### src/rtl/rom_fetch_arbiter_pkg.sv
`default_nettype none
// ============================================================================
// Module      : rom_fetch_arbiter_pkg
// Description : Shared definitions for the ROM fetch arbiter: FSM state
//               encoding, grant identifiers, default external-memory base
//               addresses (also used by the SDRAM loader) and a big-endian
//               byte-select helper.
// Revision    : 1.0 - initial release
// ============================================================================
package rom_fetch_arbiter_pkg;

    // Arbiter FSM states
    typedef enum logic [1:0] {
        IDLE    = 2'd0,
        FETCH_M = 2'd1,
        FETCH_Z = 2'd2
    } state_t;

    // Identifies which CPU owned the most recent memory grant
    typedef enum logic {
        GNT_M68K = 1'b0,
        GNT_Z80  = 1'b1
    } grant_t;

    // Default word addresses of the two ROM images in external memory
    localparam logic [23:0] C_M68K_BASE = 24'h000000;
    localparam logic [23:0] C_Z80_BASE  = 24'h020000;

    // Memory words are big-endian: the byte at even address sits in [15:8]
    function automatic logic [7:0] select_byte(input logic [15:0] word,
                                               input logic        a0);
        return a0 ? word[7:0] : word[15:8];
    endfunction

endpackage : rom_fetch_arbiter_pkg
`default_nettype wire

### src/rtl/rom_fetch_arbiter.sv
`default_nettype none
// ============================================================================
// Module      : rom_fetch_arbiter
// Description : Shares a single 16-bit external ROM read port between the
//               M68K program ROM and the Z80 sound ROM. Round-robin
//               arbitration, req/ack sequencing towards the SDRAM controller,
//               data return and CPU stalls (M68K DTACK_n, Z80 WAIT_n).
//               A one-word Z80 hit register serves the other byte of the most
//               recently fetched word without a memory access.
// Ports       :
//   clk           in   system clock
//   reset_n       in   asynchronous active-low reset
//   m68k_rom_cs   in   M68K ROM select, held for the bus cycle
//   m68k_a        in   M68K byte address (bits [17:1] used)
//   m68k_dout     out  ROM word to M68K
//   m68k_dtack_n  out  low = data valid, held until m68k_rom_cs drops
//   z80_rom_cs    in   Z80 ROM select
//   z80_addr      in   Z80 byte address
//   z80_dout      out  ROM byte to Z80
//   z80_wait_n    out  low = stall Z80 (combinational)
//   mem_req       out  read request, held until mem_ack
//   mem_addr      out  word address, stable while mem_req is high
//   mem_ack       in   one-cycle pulse, mem_data valid in the same cycle
//   mem_data      in   read data, big-endian
// Revision    : 1.0 - initial release
// ============================================================================
module rom_fetch_arbiter
    import rom_fetch_arbiter_pkg::*;
#(
    parameter int                ADDR_W    = 24,
    parameter logic [ADDR_W-1:0] M68K_BASE = ADDR_W'(C_M68K_BASE),
    parameter logic [ADDR_W-1:0] Z80_BASE  = ADDR_W'(C_Z80_BASE)
) (
    input  logic              clk,
    input  logic              reset_n,
    // M68K side
    input  logic              m68k_rom_cs,
    input  logic [23:0]       m68k_a,
    output logic [15:0]       m68k_dout,
    output logic              m68k_dtack_n,
    // Z80 side
    input  logic              z80_rom_cs,
    input  logic [15:0]       z80_addr,
    output logic [7:0]        z80_dout,
    output logic              z80_wait_n,
    // External memory port
    output logic              mem_req,
    output logic [ADDR_W-1:0] mem_addr,
    input  logic              mem_ack,
    input  logic [15:0]       mem_data
);

    // ------------------------------------------------------------------------
    // Declarations
    // ------------------------------------------------------------------------
    state_t            r_state;
    state_t            w_state_nxt;
    grant_t            r_last_grant;

    logic              r_m68k_served;
    logic              r_z80_served;

    // Z80 request address captured at grant; CPU holds it, but the copy keeps
    // the hit tag independent of whatever the bus shows at ack time.
    logic [15:0]       r_z80_req_addr;

    logic              r_hit_valid;
    logic [14:0]       r_hit_addr;
    logic [15:0]       r_hit_data;

    logic              w_m68k_pend;
    logic              w_z80_pend;
    logic              w_z80_hit;
    logic              w_z80_elig;

    logic              w_grant_m;
    logic              w_grant_z;
    logic              w_hit_serve;
    logic              w_ack_m;
    logic              w_ack_z;

    logic [ADDR_W-1:0] w_m68k_addr;
    logic [ADDR_W-1:0] w_z80_addr;

    // Address bits outside the ROM window are intentionally ignored
    logic              w_unused;
    assign w_unused = ^{m68k_a[23:18], m68k_a[0]};

    // ------------------------------------------------------------------------
    // Pending requests, hit detection and address translation
    // ------------------------------------------------------------------------
    assign w_m68k_pend = m68k_rom_cs & ~r_m68k_served;
    assign w_z80_pend  = z80_rom_cs  & ~r_z80_served;

    assign w_z80_hit   = w_z80_pend & r_hit_valid &
                         (z80_addr[15:1] == r_hit_addr);

    // A Z80 access served from the hit register does not compete for memory
    assign w_z80_elig  = w_z80_pend & ~w_z80_hit;

    // Stall must assert in the same cycle the Z80 presents its request
    assign z80_wait_n  = ~w_z80_pend;

    assign w_m68k_addr = M68K_BASE + ADDR_W'(m68k_a[17:1]);
    assign w_z80_addr  = Z80_BASE  + ADDR_W'(z80_addr[15:1]);

    // ------------------------------------------------------------------------
    // FSM state register
    // ------------------------------------------------------------------------
    always_ff @(posedge clk or negedge reset_n) begin
        if (!reset_n) begin
            r_state <= IDLE;
        end else begin
            r_state <= w_state_nxt;
        end
    end

    // ------------------------------------------------------------------------
    // FSM next-state and control strobes
    // ------------------------------------------------------------------------
    always_comb begin
        w_state_nxt = r_state;
        w_grant_m   = 1'b0;
        w_grant_z   = 1'b0;
        w_hit_serve = 1'b0;
        w_ack_m     = 1'b0;
        w_ack_z     = 1'b0;

        case (r_state)
            IDLE: begin
                // Hit service only concerns the Z80; the M68K may still be
                // granted memory in the same cycle.
                w_hit_serve = w_z80_hit;

                if (w_m68k_pend && w_z80_elig) begin
                    // Tie: give it to whoever did not win last time
                    if (r_last_grant == GNT_Z80) begin
                        w_grant_m = 1'b1;
                    end else begin
                        w_grant_z = 1'b1;
                    end
                end else if (w_m68k_pend) begin
                    w_grant_m = 1'b1;
                end else if (w_z80_elig) begin
                    w_grant_z = 1'b1;
                end

                if (w_grant_m) begin
                    w_state_nxt = FETCH_M;
                end else if (w_grant_z) begin
                    w_state_nxt = FETCH_Z;
                end
            end

            FETCH_M: begin
                if (mem_ack) begin
                    w_ack_m     = 1'b1;
                    w_state_nxt = IDLE;
                end
            end

            FETCH_Z: begin
                if (mem_ack) begin
                    w_ack_z     = 1'b1;
                    w_state_nxt = IDLE;
                end
            end

            default: begin
                w_state_nxt = IDLE;
            end
        endcase
    end

    // ------------------------------------------------------------------------
    // Memory request port and arbitration history
    // ------------------------------------------------------------------------
    always_ff @(posedge clk or negedge reset_n) begin
        if (!reset_n) begin
            mem_req        <= 1'b0;
            mem_addr       <= '0;
            r_last_grant   <= GNT_Z80;
            r_z80_req_addr <= '0;
        end else begin
            if (w_grant_m) begin
                mem_req      <= 1'b1;
                mem_addr     <= w_m68k_addr;
                r_last_grant <= GNT_M68K;
            end else if (w_grant_z) begin
                mem_req        <= 1'b1;
                mem_addr       <= w_z80_addr;
                r_last_grant   <= GNT_Z80;
                r_z80_req_addr <= z80_addr;
            end else if (w_ack_m || w_ack_z) begin
                mem_req <= 1'b0;
            end
        end
    end

    // ------------------------------------------------------------------------
    // M68K data return
    // ------------------------------------------------------------------------
    always_ff @(posedge clk or negedge reset_n) begin
        if (!reset_n) begin
            m68k_dout     <= '0;
            m68k_dtack_n  <= 1'b1;
            r_m68k_served <= 1'b0;
        end else begin
            if (!m68k_rom_cs) begin
                // Bus cycle over: release DTACK and re-arm for the next one
                m68k_dtack_n  <= 1'b1;
                r_m68k_served <= 1'b0;
            end else if (w_ack_m) begin
                m68k_dout     <= mem_data;
                m68k_dtack_n  <= 1'b0;
                r_m68k_served <= 1'b1;
            end
            // An ack arriving after the M68K abandoned its cycle is dropped
        end
    end

    // ------------------------------------------------------------------------
    // Z80 data return and hit register
    // ------------------------------------------------------------------------
    always_ff @(posedge clk or negedge reset_n) begin
        if (!reset_n) begin
            z80_dout     <= '0;
            r_z80_served <= 1'b0;
            r_hit_valid  <= 1'b0;
            r_hit_addr   <= '0;
            r_hit_data   <= '0;
        end else begin
            if (w_ack_z) begin
                // Fill the hit register even if the Z80 dropped its request;
                // the word is still good for the next access.
                r_hit_valid <= 1'b1;
                r_hit_addr  <= r_z80_req_addr[15:1];
                r_hit_data  <= mem_data;
            end

            if (!z80_rom_cs) begin
                r_z80_served <= 1'b0;
            end else if (w_hit_serve) begin
                z80_dout     <= select_byte(r_hit_data, z80_addr[0]);
                r_z80_served <= 1'b1;
            end else if (w_ack_z) begin
                z80_dout     <= select_byte(mem_data, r_z80_req_addr[0]);
                r_z80_served <= 1'b1;
            end
        end
    end

endmodule : rom_fetch_arbiter
`default_nettype wire

### config.mk
export PLATFORM = sky130hd
export DESIGN_NAME = rom_fetch_arbiter
export DESIGN_NICKNAME = d
export VERILOG_FILES = /design/src/rtl/rom_fetch_arbiter_pkg.sv /design/src/rtl/rom_fetch_arbiter.sv
export SDC_FILE = /design/constraint.sdc
export NUM_CORES = 1
export LEC_CHECK = 0
export CAP_MARGIN = 20
export CORE_MARGIN = 2
export CORE_UTILIZATION = 52
export CTS_CLUSTER_SIZE = 20
export DETAILED_ROUTE_END_ITERATION = 7
export GPL_ROUTABILITY_DRIVEN = 0
export HOLD_SLACK_MARGIN = 0.1
export PLACE_DENSITY_LB_ADDON = 0.15
export SYNTH_ARGS = -nofsm -noshare
export SYNTH_HDL_FRONTEND = slang
export SYNTH_SLANG_ARGS = --single-unit
### constraint.sdc
create_clock -name clk -period 6.4 [get_ports clk]
set_clock_uncertainty 0.15 [all_clocks]
set_input_delay 0.64 -clock clk [delete_from_list [all_inputs] [get_ports clk]]
set_output_delay 0.64 -clock clk [all_outputs]
set_load 0.05 [all_outputs]
==> impl_metrics.yaml, run 1 <==
critical_path:
  cp-start-kind: "input pin"
  critical_path_at_ns: 3.31
  worstPathRequired_ns: 6.48
  reg2reg_depth: 6
  path_class: "in2reg"
  setup.worst_path.end_class: "register"
  critPathMaxFanout: 21
routing:
  num_vias: 2952
  route.detailed.drc: 0
  detail_route.wirelength_mm: 9.21
  detailedRoute.firstPassIterationCount: 4
  detail_route.wl_per_cell_um: 17.4
  post_drt_via_cell_ratio: 5.58
  detail_route.iter0.violations: 169
  ant_nets: 0
clocking:
  clock_tree.buffer_depth: 2
  cts_num_sinks: 97
  cts_resized: 0
  cts_post_setup_buffers_inserted: 0
  clk_pin_slew_ns: 0.09
  cts_buffers: 9
  post_cts_hold_buffer_count: 0
  cts.htree.levels: 3
  cts_root_buf: "sky130_fd_sc_hd__clkbuf_8"
  tritoncts: "done"
  insertion_delay_of_the_later_clocked_pin_in_the_worst_skew_pair_ns: 0.35
power:
  powerDensity_mw_per_mm2: 531
  part_of_the_power_in_the_clock_network_pct: 14.6
  irDropWorstVdd_mv: 0.281
  power_switching_share_pct: 41.1
  fin_total_pwr_mw: 2.91
  internal_power_mw: 1.71
  cellLeakagePower_nw: 2.49
  seqPwrFrac_pct: 36.7
  netSwitchingPower_mw: 1.20
  share_comb_of_total_power_pct: 48.6
sta:
  sum_neg_setup_slack_ns: 0
  rsz_0062_raised_after_global_routing: "false"
  fin_crit_ns: 3.23
  holdWs_ns: 0.125
  worst_slew_pin_slew_ns: 0.955
  max_freq_ghz: 0.310
  final_hold_violating_endpoints: 0
  slew_violations: 0
  layout_worst_path_cycle_share_pct: 50.4
  finalSetupViolCount: 0
  timing.slew.headroom_pct: 36.3
  final_setup_margin_ns: 3.17
final_layout:
  num-fill-cells: 586
  area.sequential_mm2: 0.00243
  drive_above_1_share_pct: 18.0
  num_antenna_cells: 0
  design.final.nets: 486
  multi_input_area_mm2: 0.00168
  layoutNonFillerInstCount: 529
  area_growth_pct: 28.9
  final_instance_area_mm2: 0.00549
  post-route-util_pct: 70.3
logic_synthesis:
  synth-seq-cells: 97
  ys_types: 36
  avgSynthCellArea_um2: 13.0
  synth.yosys.warnings: 0
  synth.cell_area_mm2: 0.00425
  yosysSeqAreaShare_pct: 57.1
  synthCells: 327
placement:
  post_dp_cell_area_mm2: 0.00527
  portBuffers: 98
  hpwl_mm: 6.36
  place.detailed.instances: 513
  placement_setup_slack_ns: 2.82
die:
  rows: 32
  dieWidth_um: 94.5
  floorplan.die_area_mm2: 0.00892
  io-pin-count: 112
  initial_utilization_pct: 54.5
  die-height_um: 94.5
  core_ar_mm2: 0.00781
global_route:
  global_route.overflow_total: 0
  grt_max_degree: 52
  via_count_of_the_first_global_routing_pass: 3020
  number_of_antenna_violations_at_the_first_check_in_global_routing: 0
  grt_pass1_wl_mm: 15.0
  grt_use_total_pct: 22.0
outcome:
  status: "finished, final reports clean"
min_path:
  hold_class: "in2async"
job:
  max_cap_violations: 0
-- layout make-up --
cell class | count | area share [%]
clock buffer | 11 | 2.40
timing repair buffer | 100 | 18.1
multi-input combinational | 202 | 30.6
sequential | 97 | 44.3
tap | 102 | 2.33
clock inverter | 5 | 1.48
inverter | 12 | 0.821
-- layout by cell type (no fill, tap or decap), drive strengths merged, types with 3 or more instances in the layout --
cell           netlist  routed
clkdlybuf4s50        0      97
dfrtp               95      95
mux2                55      55
a21o                17      17
xnor2               15      15
and3                15      15
a221o               15      15
nand2               15      15
inv                 12      12
clkbuf               7      11
nand4                8       8
mux2i                8       8
nor3                 8       8
a221oi               8       8
o21ai                7       7
conb                 1       6
nor2b                5       5
and2                 4       4
ha                   3       3
buf                 14       3
-- final timing paths --
check                                           startpoint                       endpoint  slack (ns)
worst max-delay path                          z80_addr[14]        mem_addr[6]$_DFFE_PN0P_        3.17
worst min-delay path                               reset_n       m68k_dout[0]$_DFFE_PN0P_        0.13
worst max register to register  r_hit_addr[13]$_DFFE_PN0P_        mem_addr[6]$_DFFE_PN0P_        3.52
worst min register to register    m68k_dtack_n$_DFFE_PN1P_       m68k_dtack_n$_DFFE_PN1P_        0.32
max in group asynchronous                          reset_n  r_z80_req_addr[9]$_DFFE_PN0P_        4.90
min in group clk                  m68k_dtack_n$_DFFE_PN1P_       m68k_dtack_n$_DFFE_PN1P_        0.32
-- per-layer routing --
layer	track usage (%)	vias up	wire length [um]
met5	0	-	0
met4	7.37	0	116
met3	4.31	13	466
met2	39.6	79	4950
met1	26.5	1493	3680
li1	-	1367	-
-- logic make-up after synthesis --
family                   Yosys count  synth area share [%]
XOR/XNOR                          15                  3.09
other                              1                0.0882
buffers and inverters             33                  3.91
flip-flops                        97                  57.1
AO/OA/AOI/OAI                     52                  9.85
adder cells (fa/ha/maj)            3                 0.882
AND/OR/NAND/NOR                   63                  8.62
multiplexers                      63                  16.4
-- state kept, by name, summed over array words and instances, names as in the netlist, 2 cells and up --
signal	count
z80_dout	8
r_state	2
m68k_dout	16
r_hit_addr	15
r_z80_req_addr	16
mem_addr	18
r_hit_data	16
-- cell usage after synthesis, drive strengths merged --
cell     n  area (um^2)
dfrtp   95         2380
mux2    55          619
a21o    17          128
a221o   15          150
and3    15         93.8
nand2   15         58.8
xnor2   15          131
buf     14         95.1
inv     12         45.0
a221oi   8         70.1
mux2i    8         80.1
nand4    8         50.1
nor3     8         40.0
clkbuf   7         26.3
o21ai    7         35.0
nor2b    5         31.3
and2     4         27.5
ha       3         37.5
a21oi    2         10.0
dfstp    2         52.6
nand3    2         10.0
nor4     2         12.5
a21boi   1         7.51
and3b    1         8.76
conb     1         3.75
nand2b   1         6.26
nor2     1         20.0
o311a    1         10.0
o31a     1         8.76
or4      1         7.51
-- power groups by stage --
stage | clock [mW] | combinational (mW) | sequential (mW)
after CTS | 0.436 | 1.43 | 1.07
final | 0.426 | 1.42 | 1.07
after global placement | 0 | 1.40 | 1.06
after detailed placement | 0 | 1.42 | 1.08
after global routing | 0.460 | 1.50 | 1.10
after floorplan | 0 | 0.541 | 1.51
-- critical path, cell delays in order --
cell and delay [ns]:
sky130_fd_sc_hd__clkdlybuf4s50_1 0.44, sky130_fd_sc_hd__xnor2_1 0.27, sky130_fd_sc_hd__nand4_1 0.17, sky130_fd_sc_hd__nor4_1 0.43, sky130_fd_sc_hd__o311a_1 0.85, sky130_fd_sc_hd__nor2_8 0.17, sky130_fd_sc_hd__a221o_1 0.34
(Power assumes the default switching activity.)
==> run 2, diff against run 1 <==
--- a/config.mk
+++ b/config.mk
@@ -7,7 +7,7 @@
 export LEC_CHECK = 0
 export CAP_MARGIN = 20
 export CORE_MARGIN = 2
-export CORE_UTILIZATION = 52
+export CORE_UTILIZATION = 49
 export CTS_CLUSTER_SIZE = 20
 export DETAILED_ROUTE_END_ITERATION = 7
 export GPL_ROUTABILITY_DRIVEN = 0
==> constraint.sdc (replaced) <==
create_clock -name clk -period 3.29 [get_ports clk]
set_clock_uncertainty 0.15 [all_clocks]
set_input_delay 0.329 -clock clk [delete_from_list [all_inputs] [get_ports clk]]
set_output_delay 0.329 -clock clk [all_outputs]
set_load 0.05 [all_outputs]
==> impl_metrics.yaml, run 2 (same netlist as run 1, synthesis figures left out) <==
outcome:
  status: "finished, final reports clean"
critical_path:
  worstSetupStartpoint: "z80_rom_cs"
  cp-start-kind: "input pin"
  worstPathRequired_ns: 2.81
  setup.worst_path.end_class: "primary output"
  worst_r2r_startpoint: "r_hit_addr[7]$_DFFE_PN0P_"
  path_class: "in2out"
  critPathMaxFanout: 5
  critical_path_at_ns: 1.94
clocking:
  clk_pin_slew_ns: 0.10
  cts_root_buf: "sky130_fd_sc_hd__clkbuf_8"
  cts.htree.levels: 3
  cts_num_sinks: 97
  cts_buffers: 9
  cts_resized: 0
  cts_post_setup_buffers_inserted: 0
  tritoncts: "done"
  insertion_delay_of_the_later_clocked_pin_in_the_worst_skew_pair_ns: 0.36
  clock_tree.buffer_depth: 2
routing:
  detail_route.wl_per_cell_um: 17.1
  detail_route.wirelength_mm: 9.22
  detail_route.iter0.violations: 130
  route.detailed.drc: 0
  detailedRoute.firstPassIterationCount: 4
  num_vias: 2947
  post_drt_via_cell_ratio: 5.48
  ant_nets: 0
placement:
  place.detailed.instances: 520
  post_dp_cell_area_mm2: 0.00531
  portBuffers: 98
  hpwl_mm: 6.37
final_layout:
  most-common-layout-cells: "97 x sky130_fd_sc_hd__clkdlybuf4s50_1, 95 x sky130_fd_sc_hd__dfrtp_1, 55 x sky130_fd_sc_hd__mux2_2, 17 x sky130_fd_sc_hd__a21o_1"
  num-fill-cells: 631
  final_instance_area_mm2: 0.00556
  num_antenna_cells: 0
  area.sequential_mm2: 0.00243
  design.final.nets: 492
  most_common_cell_after_layout_fill_and_taps_aside: "sky130_fd_sc_hd__clkdlybuf4s50_1"
  largest_register_ff_count: 18
  layoutNonFillerInstCount: 538
  multi_input_area_mm2: 0.00168
  top_register: "mem_addr"
  drive_above_1_share_pct: 19.4
  area_growth_pct: 30.7
sta:
  layout_worst_path_cycle_share_pct: 73.4
  worst_slew_pin_slew_ns: 0.793
  final_hold_violating_endpoints: 0
  max_freq_ghz: 0.414
  fin_crit_ns: 2.42
  slew_violations: 0
  timing.slew.headroom_pct: 47.0
  sum_neg_setup_slack_ns: 0
  finalSetupViolCount: 0
  rsz_0062_raised_after_global_routing: "false"
die:
  io-pin-count: 112
  initial_utilization_pct: 51.3
  floorplan.die_area_mm2: 0.00944
  die-height_um: 97.2
  core_ar_mm2: 0.00830
  dieWidth_um: 97.2
  rows: 33
global_route:
  grt_use_total_pct: 20.3
  via_count_of_the_first_global_routing_pass: 3132
  number_of_antenna_violations_at_the_first_check_in_global_routing: 0
  grt_max_degree: 83
  grt_pass1_wl_mm: 15.4
  global_route.overflow_total: 0
power:
  cellLeakagePower_nw: 2.52
  powerDensity_mw_per_mm2: 1020
  fin_total_pwr_mw: 5.67
  irDropWorstVdd_mv: 0.536
min_path:
  hold_class: "in2async"
job:
  max_cap_violations: 0
## run 2: cell types whose count changed in the layout (fill, tap and decap cells not counted), sizes merged
cell	before	now
dlygate4sd3	0	1
clkinv	2	3
bufinv	2	1
buf	3	8
## run 2: worst max-delay path, cell delays in order
cell	delay, ns
sky130_fd_sc_hd__clkdlybuf4s50_1	0.55
sky130_fd_sc_hd__nor2b_1	0.25
sky130_fd_sc_hd__inv_1	0.09
sky130_fd_sc_hd__clkdlybuf4s50_1	0.72
## run 2: per-layer routing
layer / up-vias / wire length (um) / track usage, %
li1: 1375 / - / -
met1: 1490 / 4270 / 27.4
met2: 72 / 4460 / 33.3
met3: 10 / 356 / 3.24
met4: 0 / 127 / 7.69
met5: - / 0 / 0
## run 2: power breakdown
group / leakage (nW) / internal [mW] / total, mW / switching [mW]
registers: 1.17 / 1.76 / 2.07 / 0.317
logic: 1.25 / 1.16 / 2.78 / 1.61
clock network: 0.106 / 0.397 / 0.819 / 0.422
total: 2.52 / 3.32 / 5.67 / 2.35
## run 2: metrics by stage
| stage | hold WS (ns) | util (%) | setup WS [ns] |
|---|---|---|---|
| global placement | 0.294 | 63.9 | 0.560 |
| detailed placement | 0.296 | 63.9 | 0.527 |
| global route | 0.247 | 67.0 | 0.760 |
| CTS | 0.318 | 66.7 | 0.876 |
| finish | 0.241 | 67.0 | 0.874 |
| floorplan | -0.117 | - | 1.13 |
## run 2: what timing repair did
action	4_1_cts	5_1_grt
hold buffers	1	0
hold endpoints to repair	79	0
endpoints found under the setup margin	0	0
## run 2: worst paths after layout
check / to / slack, ns / cells past startpoint
setup reg to reg: mem_addr[1]$_DFFE_PN0P_ / 0.93 / 6
hold reg to reg: m68k_dtack_n$_DFFE_PN1P_ / 0.31 / 2
hold / removal: mem_addr[16]$_DFFE_PN0P_ / 0.24 / 2
max in group asynchronous: r_z80_req_addr[10]$_DFFE_PN0P_ / 1.89 / 4
min in group clk: m68k_dtack_n$_DFFE_PN1P_ / 0.31 / 2
setup / recovery: z80_wait_n / 0.87 / 4
## run 2: cell type report
cell class                      instances  area share [%]
Clock buffer                           11            2.72
Clock inverter                          5            1.15
Inverter                               12           0.810
Multi-Input combinational cell        202            30.2
Sequential cell                        97            43.7
Tap cell                              105            2.36
Timing Repair Buffer                  106            19.1
